--- src/rtl/efpga_offload_ctrl.sv ---
// Core-to-eFPGA offload controller: req/gnt handshake, strobe, delay- or done-based
// completion with timeout, N-channel result select and flush. Define EFPGA_OFFLOAD_STATS_EN for counters.
module efpga_offload_ctrl #(
    parameter int unsigned DataWidth     = 32,
    parameter int unsigned NumResults    = 3,
    parameter int unsigned OpWidth       = 2,
    parameter int unsigned DelayWidth    = 4,
    parameter int unsigned TimeoutCycles = 255,
    parameter int unsigned SelWidth      = (NumResults > 1) ? $clog2(NumResults) : 1
) (
    input  logic                              clk_i,
    input  logic                              rst_ni,
    input  logic                              req_i,
    input  logic [DataWidth-1:0]              operand_a_i,
    input  logic [DataWidth-1:0]              operand_b_i,
    input  logic [OpWidth-1:0]                operator_i,
    input  logic [DelayWidth-1:0]             delay_i,
    input  logic                              use_done_i,
    input  logic [SelWidth-1:0]               result_sel_i,
    input  logic                              flush_i,
    output logic                              gnt_o,
    output logic                              rvalid_o,
    output logic [DataWidth-1:0]              rdata_o,
    output logic                              err_o,
    output logic                              busy_o,
    output logic [DataWidth-1:0]              efpga_operand_a_o,
    output logic [DataWidth-1:0]              efpga_operand_b_o,
    output logic [OpWidth-1:0]                efpga_operator_o,
    output logic [DelayWidth-1:0]             efpga_delay_o,
    output logic                              efpga_en_o,
    output logic                              efpga_write_strobe_o,
    input  logic [NumResults*DataWidth-1:0]   efpga_result_i,
    input  logic                              efpga_done_i,
    output logic [15:0]                       stat_ops_o,
    output logic [15:0]                       stat_timeouts_o
);

    localparam int unsigned MaxCount = ((2 ** DelayWidth) > (TimeoutCycles + 1)) ?
                                       (2 ** DelayWidth) : (TimeoutCycles + 1);
    localparam int unsigned CntWidth = $clog2(MaxCount);
    localparam logic [SelWidth:0] NumResW = (SelWidth + 1)'(NumResults);

    typedef enum logic [1:0] {IDLE, STROBE, WAIT, RESP} state_e;

    state_e                  state_q;
    logic [DataWidth-1:0]    op_a_q, op_b_q, rdata_q;
    logic [OpWidth-1:0]      operator_q;
    logic [DelayWidth-1:0]   delay_q;
    logic                    use_done_q;
    logic [SelWidth-1:0]     sel_q;
    logic                    en_q, strobe_q, rvalid_q, err_q;
    logic [CntWidth-1:0]     cnt_q;
    logic [DataWidth-1:0]    sel_data;
    logic                    bad_sel;

    assign bad_sel = {1'b0, result_sel_i} >= NumResW;

    always_comb begin
        sel_data = '0;
        for (int k = 0; k < int'(NumResults); k++) begin
            if (sel_q == SelWidth'(k)) begin
                sel_data = efpga_result_i[k*DataWidth +: DataWidth];
            end
        end
    end

    always_ff @(posedge clk_i or negedge rst_ni) begin
        if (!rst_ni) begin
            state_q    <= IDLE;
            op_a_q     <= '0;
            op_b_q     <= '0;
            operator_q <= '0;
            delay_q    <= '0;
            use_done_q <= 1'b0;
            sel_q      <= '0;
            en_q       <= 1'b0;
            strobe_q   <= 1'b0;
            rvalid_q   <= 1'b0;
            err_q      <= 1'b0;
            rdata_q    <= '0;
            cnt_q      <= '0;
        end else begin
            strobe_q <= 1'b0;
            rvalid_q <= 1'b0;
            err_q    <= 1'b0;
            case (state_q)
                IDLE: begin
                    if (req_i && !flush_i) begin
                        op_a_q     <= operand_a_i;
                        op_b_q     <= operand_b_i;
                        operator_q <= operator_i;
                        delay_q    <= delay_i;
                        use_done_q <= use_done_i;
                        sel_q      <= result_sel_i;
                        if (bad_sel) begin
                            // Out-of-range channel: answer with an error, never touch the fabric
                            state_q  <= RESP;
                            rvalid_q <= 1'b1;
                            err_q    <= 1'b1;
                        end else begin
                            state_q  <= STROBE;
                            strobe_q <= 1'b1;
                            en_q     <= 1'b1;
                        end
                    end
                end
                STROBE: begin
                    if (flush_i) begin
                        state_q <= IDLE;
                        en_q    <= 1'b0;
                    end else begin
                        cnt_q   <= use_done_q ? CntWidth'(TimeoutCycles) : CntWidth'(delay_q);
                        state_q <= WAIT;
                    end
                end
                WAIT: begin
                    if (flush_i) begin
                        state_q <= IDLE;
                        en_q    <= 1'b0;
                    end else if ((use_done_q && efpga_done_i) || (!use_done_q && cnt_q == '0)) begin
                        rdata_q  <= sel_data;
                        rvalid_q <= 1'b1;
                        en_q     <= 1'b0;
                        state_q  <= RESP;
                    end else if (cnt_q == '0) begin
                        rdata_q  <= '0;
                        rvalid_q <= 1'b1;
                        err_q    <= 1'b1;
                        en_q     <= 1'b0;
                        state_q  <= RESP;
                    end else begin
                        cnt_q <= cnt_q - CntWidth'(1);
                    end
                end
                RESP: begin
                    state_q <= IDLE;
                end
                default: begin
                    state_q <= IDLE;
                    en_q    <= 1'b0;
                end
            endcase
        end
    end

    assign gnt_o                = (state_q == IDLE) && req_i && !flush_i;
    assign busy_o               = (state_q != IDLE);
    assign rvalid_o             = rvalid_q;
    assign err_o                = err_q;
    assign rdata_o              = rdata_q;
    assign efpga_operand_a_o    = op_a_q;
    assign efpga_operand_b_o    = op_b_q;
    assign efpga_operator_o     = operator_q;
    assign efpga_delay_o        = delay_q;
    assign efpga_en_o           = en_q;
    assign efpga_write_strobe_o = strobe_q;

`ifdef EFPGA_OFFLOAD_STATS_EN
    logic [15:0] stat_ops_q, stat_ops_d;
    logic [15:0] stat_to_q, stat_to_d;
    logic        timeout_evt;

    // Same condition that drives the timeout branch of WAIT
    assign timeout_evt = (state_q == WAIT) && use_done_q && !flush_i &&
                         !efpga_done_i && (cnt_q == '0);

    always_comb begin
        stat_ops_d = stat_ops_q;
        stat_to_d  = stat_to_q;
        if (rvalid_q && !err_q) begin
            stat_ops_d = stat_ops_q + 16'd1;
        end
        if (timeout_evt && (stat_to_q != 16'hFFFF)) begin
            stat_to_d = stat_to_q + 16'd1;
        end
    end

    always_ff @(posedge clk_i or negedge rst_ni) begin
        if (!rst_ni) begin
            stat_ops_q <= '0;
            stat_to_q  <= '0;
        end else begin
            stat_ops_q <= stat_ops_d;
            stat_to_q  <= stat_to_d;
        end
    end

    assign stat_ops_o      = stat_ops_q;
    assign stat_timeouts_o = stat_to_q;
`else
    assign stat_ops_o      = '0;
    assign stat_timeouts_o = '0;
`endif

endmodule

--- config.mk ---
export PLATFORM = sky130hd
export DESIGN_NAME = efpga_offload_ctrl
export DESIGN_NICKNAME = d
export VERILOG_FILES = /design/src/rtl/efpga_offload_ctrl.sv
export SDC_FILE = /design/constraint.sdc
export NUM_CORES = 1
export LEC_CHECK = 0
export BUFFER_PORTS_ARGS = -buffer_cell sky130_fd_sc_hd__buf_2
export CORE_UTILIZATION = 39
export CTS_CLUSTER_SIZE = 16
export DETAILED_ROUTE_END_ITERATION = 12
export HOLD_SLACK_MARGIN = 0.08
export PLACE_DENSITY = 0.74
export SYNTH_ARGS = -nofsm -noshare
export SYNTH_HDL_FRONTEND = slang
export SYNTH_SLANG_ARGS = --single-unit
export TNS_END_PERCENT = 10
--- constraint.sdc ---
create_clock -name clk_i -period 2.1 [get_ports clk_i]
set_clock_uncertainty 0.05 [all_clocks]
set_input_delay 0.42 -clock clk_i [delete_from_list [all_inputs] [get_ports clk_i]]
set_output_delay 0.42 -clock clk_i [all_outputs]
set_load 0.01 [all_outputs]
==> impl_results.md <==
- Status: completed
- Async set-reset flop share out of synthesis: 100.0%
- Synth area leaders: dfrtp_1 (51%), mux2_2 (14%), mux2i_1 (5.7%), a22o_1 (4.8%), buf_4 (4.2%)
- Crit end category: flip-flop
- WL final: 15.05 mm
- GRT Util Overall: 19.11%
- Filler cells: around 1,300
- Largest net degree at the start of global routing: 52
- Avg Inst Size Synth: 12.28 sq um
- Syn. warnings: 0
- Most frequent cell after synthesis: dfrtp_1
- Skew-Pair Late Insertion Delay: ~0.42 ns
- CTS Buf Count: 17
- Post-synth EDFFs: 0
- Die height: 123.8 um
- Cell-by-cell trace of the critical path: inv_1 -> ha_2 -> or3b_4 -> o21ai_4 -> a21o_1 -> mux2_1
- Finished Cell Area: around 0.008 sq mm
- Final hold vios: 0
- DR iter-0 viols: 149
- Power Total: 11.97 mW
- Met3 GRT Util: 6.548%
- Top FF cell, synth: dfrtp_1
- Compound-cell area share of the yosys netlist: about an eighth
- Register clock-pin slew on the reported worst setup and hold paths: approximately 0.060 ns
- Number of global-route vias before repair: roughly 4,400
- Placeable Area: 0.01448 sq mm
- DP Area: 0.007356 sq mm
- Clock root cell: clkbuf_16
- Crit path DAT: approximately 2.3 ns
- Worst vdd ir: 0.9179 mV
- Ant diodes: 0
- Final count of negative-setup-slack endpoints: 0
- GRT busiest layer: met2
- Post-layout nets: 940
- Combinational family with the most area after synthesis: multiplexers
- Die ar.: 0.01532 sq mm
- Finished Layout Cells: 958
- Max stage delay on crit path: 0.42 ns
- Most frequent cells after synthesis: dfrtp_1 (119), mux2_2 (73), o21ai_0 (39), mux2i_1 (33)
- Minimum clock period: slightly above 2 ns
- CTS tree: built
- Initial core utilization: around two fifths
- Routability cong.: 0.9165
- Max clock buf depth: 2
- First-pass GRT wire length: 21.92 mm
- Leakage Power: 4.060 nW
- Post-synthesis simple-gate area fraction: under 10%
- Area grow syn2layout: 39.02%
- CTS sink count: around 120
- CP required: roughly 2.4 ns
- Crit path max fanout: 4
- Worst hold path type: input pin to flip-flop
- Slew @ Worst Pin: roughly 0.5 ns
- Core Util, Final: 55.54%
- H-tree levels: 4
- Port buffer count: 281
- Met1 Usage GRT: 22.63%
- # rows: 44
- Initial antenna violation count: 0
- Slew Viols, Final: 0
- Post-DR vias/cell: 4.960
- F_max: 494.8 MHz
- Post-synthesis adder-cell area fraction: 1.082%
- Placed insts: 923
- Post-Syn Area: 0.005784 sq mm
- Post-synthesis mux area share: about a fifth
- Flops & latches, synth: 119
- CP max-delay cell: or3b_4
- Setup CP Type: flip-flop to flip-flop
- Fin crit share: between 90% and 100%
- Sequential area share after synthesis: 51.48%
- ANT nets after route: 0
- Synth Area in XOR/XNOR: 0%
- Distinct cell type count after synthesis: 47
- PwrDens: 1489 mW/mm^2
- CP delay by family, top: compound AO/OA/AOI/OAI gates
- Post-synth top area share: 51.48%
- Fraction of layout cells with a size suffix above 1: 54.13%
- Io pins: approximately 310
- Worst path buffer plus inverter count: 1
- Post-DP HPWL: roughly 11 mm
- DRC viols: 0
- Pre-antenna DRT Iters: 4
- Grt met2 use: around a third
- Setup crit start kind: flip-flop
- Per-cell routed wire length: 15.71 um
- Max-Cap Viols: 0
- Leading area contributor after synthesis: dfrtp_1
- Final global-route overflow total: 0
- Via count: 4,752
- Die extent in x: 123.8 um
- Rel. slew slack: 65.97%
- Post-Syn Instances: 471
==> placed cells by master, fill, tap and decap left out, types with 9 or more instances in the layout <==
cell       synthesis  layout
o21ai_0           39      39
conb_1             1      32
inv_1              9       9
mux2i_1           33      33
clkbuf_16          0      17
a22o_1            32      32
mux2_2            73      73
nand3b_1          32      32
dfrtp_1          119     117
buf_2              8     280
buf_4             32      16
==> per-layer routing <==
| metal | up-vias | part of all wire (%) | wire length [um] |
|---|---|---|---|
| li1 | 2236 | - | - |
| met5 | - | 0 | 0 |
| met1 | 2270 | 40 | 5970 |
| met3 | 14 | 9.3 | 1407 |
| met2 | 232 | 50 | 7487 |
| met4 | 0 | 1.2 | 185 |
==> power by group <==
part           switching (mW)  internal (mW)
sequential              0.771           3.36
clock                    1.12           1.93
combinational            2.34           2.46
total                    4.23           7.74
==> state kept, by name, summed over array words and instances, names as in the netlist <==
register and count:
efpga_operand_a_o 32, efpga_operand_b_o 32, rdata_o 32, cnt_q 8, efpga_delay_o 4, efpga_operator_o 2, sel_q 2, state_q 2
efpga_en_o 1, efpga_write_strobe_o 1, err_o 1, rvalid_o 1, use_done_q 1
==> cells by family after synthesis <==
group / after synthesis
flops: 119
mux: 107
compound gates: 99
buf+inv: 72
simple gates: 68
fa+ha+maj: 5
other cells: 1
==> worst paths after layout <==
kind / startpoint / end / slack [ns] / cells past startpoint
worst min register to register: rdata_o[22] / rdata_o[22] / 0.45 / 1
min in group asynchronous: rst_ni / efpga_delay_o[1] / 0.40 / 2
max in group asynchronous: rst_ni / rdata_o[31] / 1.03 / 3
worst max-delay path: cnt_q[1] / cnt_q[1] / 0.08 / 6
worst max register to register: cnt_q[1] / cnt_q[1] / 0.08 / 6
worst min-delay path: delay_i[0] / efpga_delay_o[0] / 0.18 / 2
==> area by class of cell <==
cell class | instances | area (sq um) | area share, %
Sequential cell | 119 | 2980 | 37.06
Multi-Input combinational cell | 311 | 2520 | 31.34
Timing Repair Buffer | 303 | 1652 | 20.54
Clock buffer | 18 | 439.2 | 5.461
Tap cell | 184 | 230.2 | 2.863
Clock inverter | 14 | 186.4 | 2.318
Inverter | 9 | 33.78 | 0.4201
==> timing repair <==
item,CTS,global route
pin swaps,0,2
resized for setup,3,3
hold buffers,1,0
hold endpoints to repair,19,0
setup buffers,0,2
setup endpoints to repair,31,34
==> stage by stage <==
stage               setup TNS [ns]  worst slack, ns  hold slack, ns
CTS                              0          0.02315          0.1655
detailed placement               0          0.02268          0.2945
finish                           0          0.07889          0.1798
global placement                 0          0.08857          0.2993
floorplan                        0           0.1454         0.07441
global route             -0.001223        -0.001223          0.1652
Note: power is estimated with default switching activity, not from simulation.
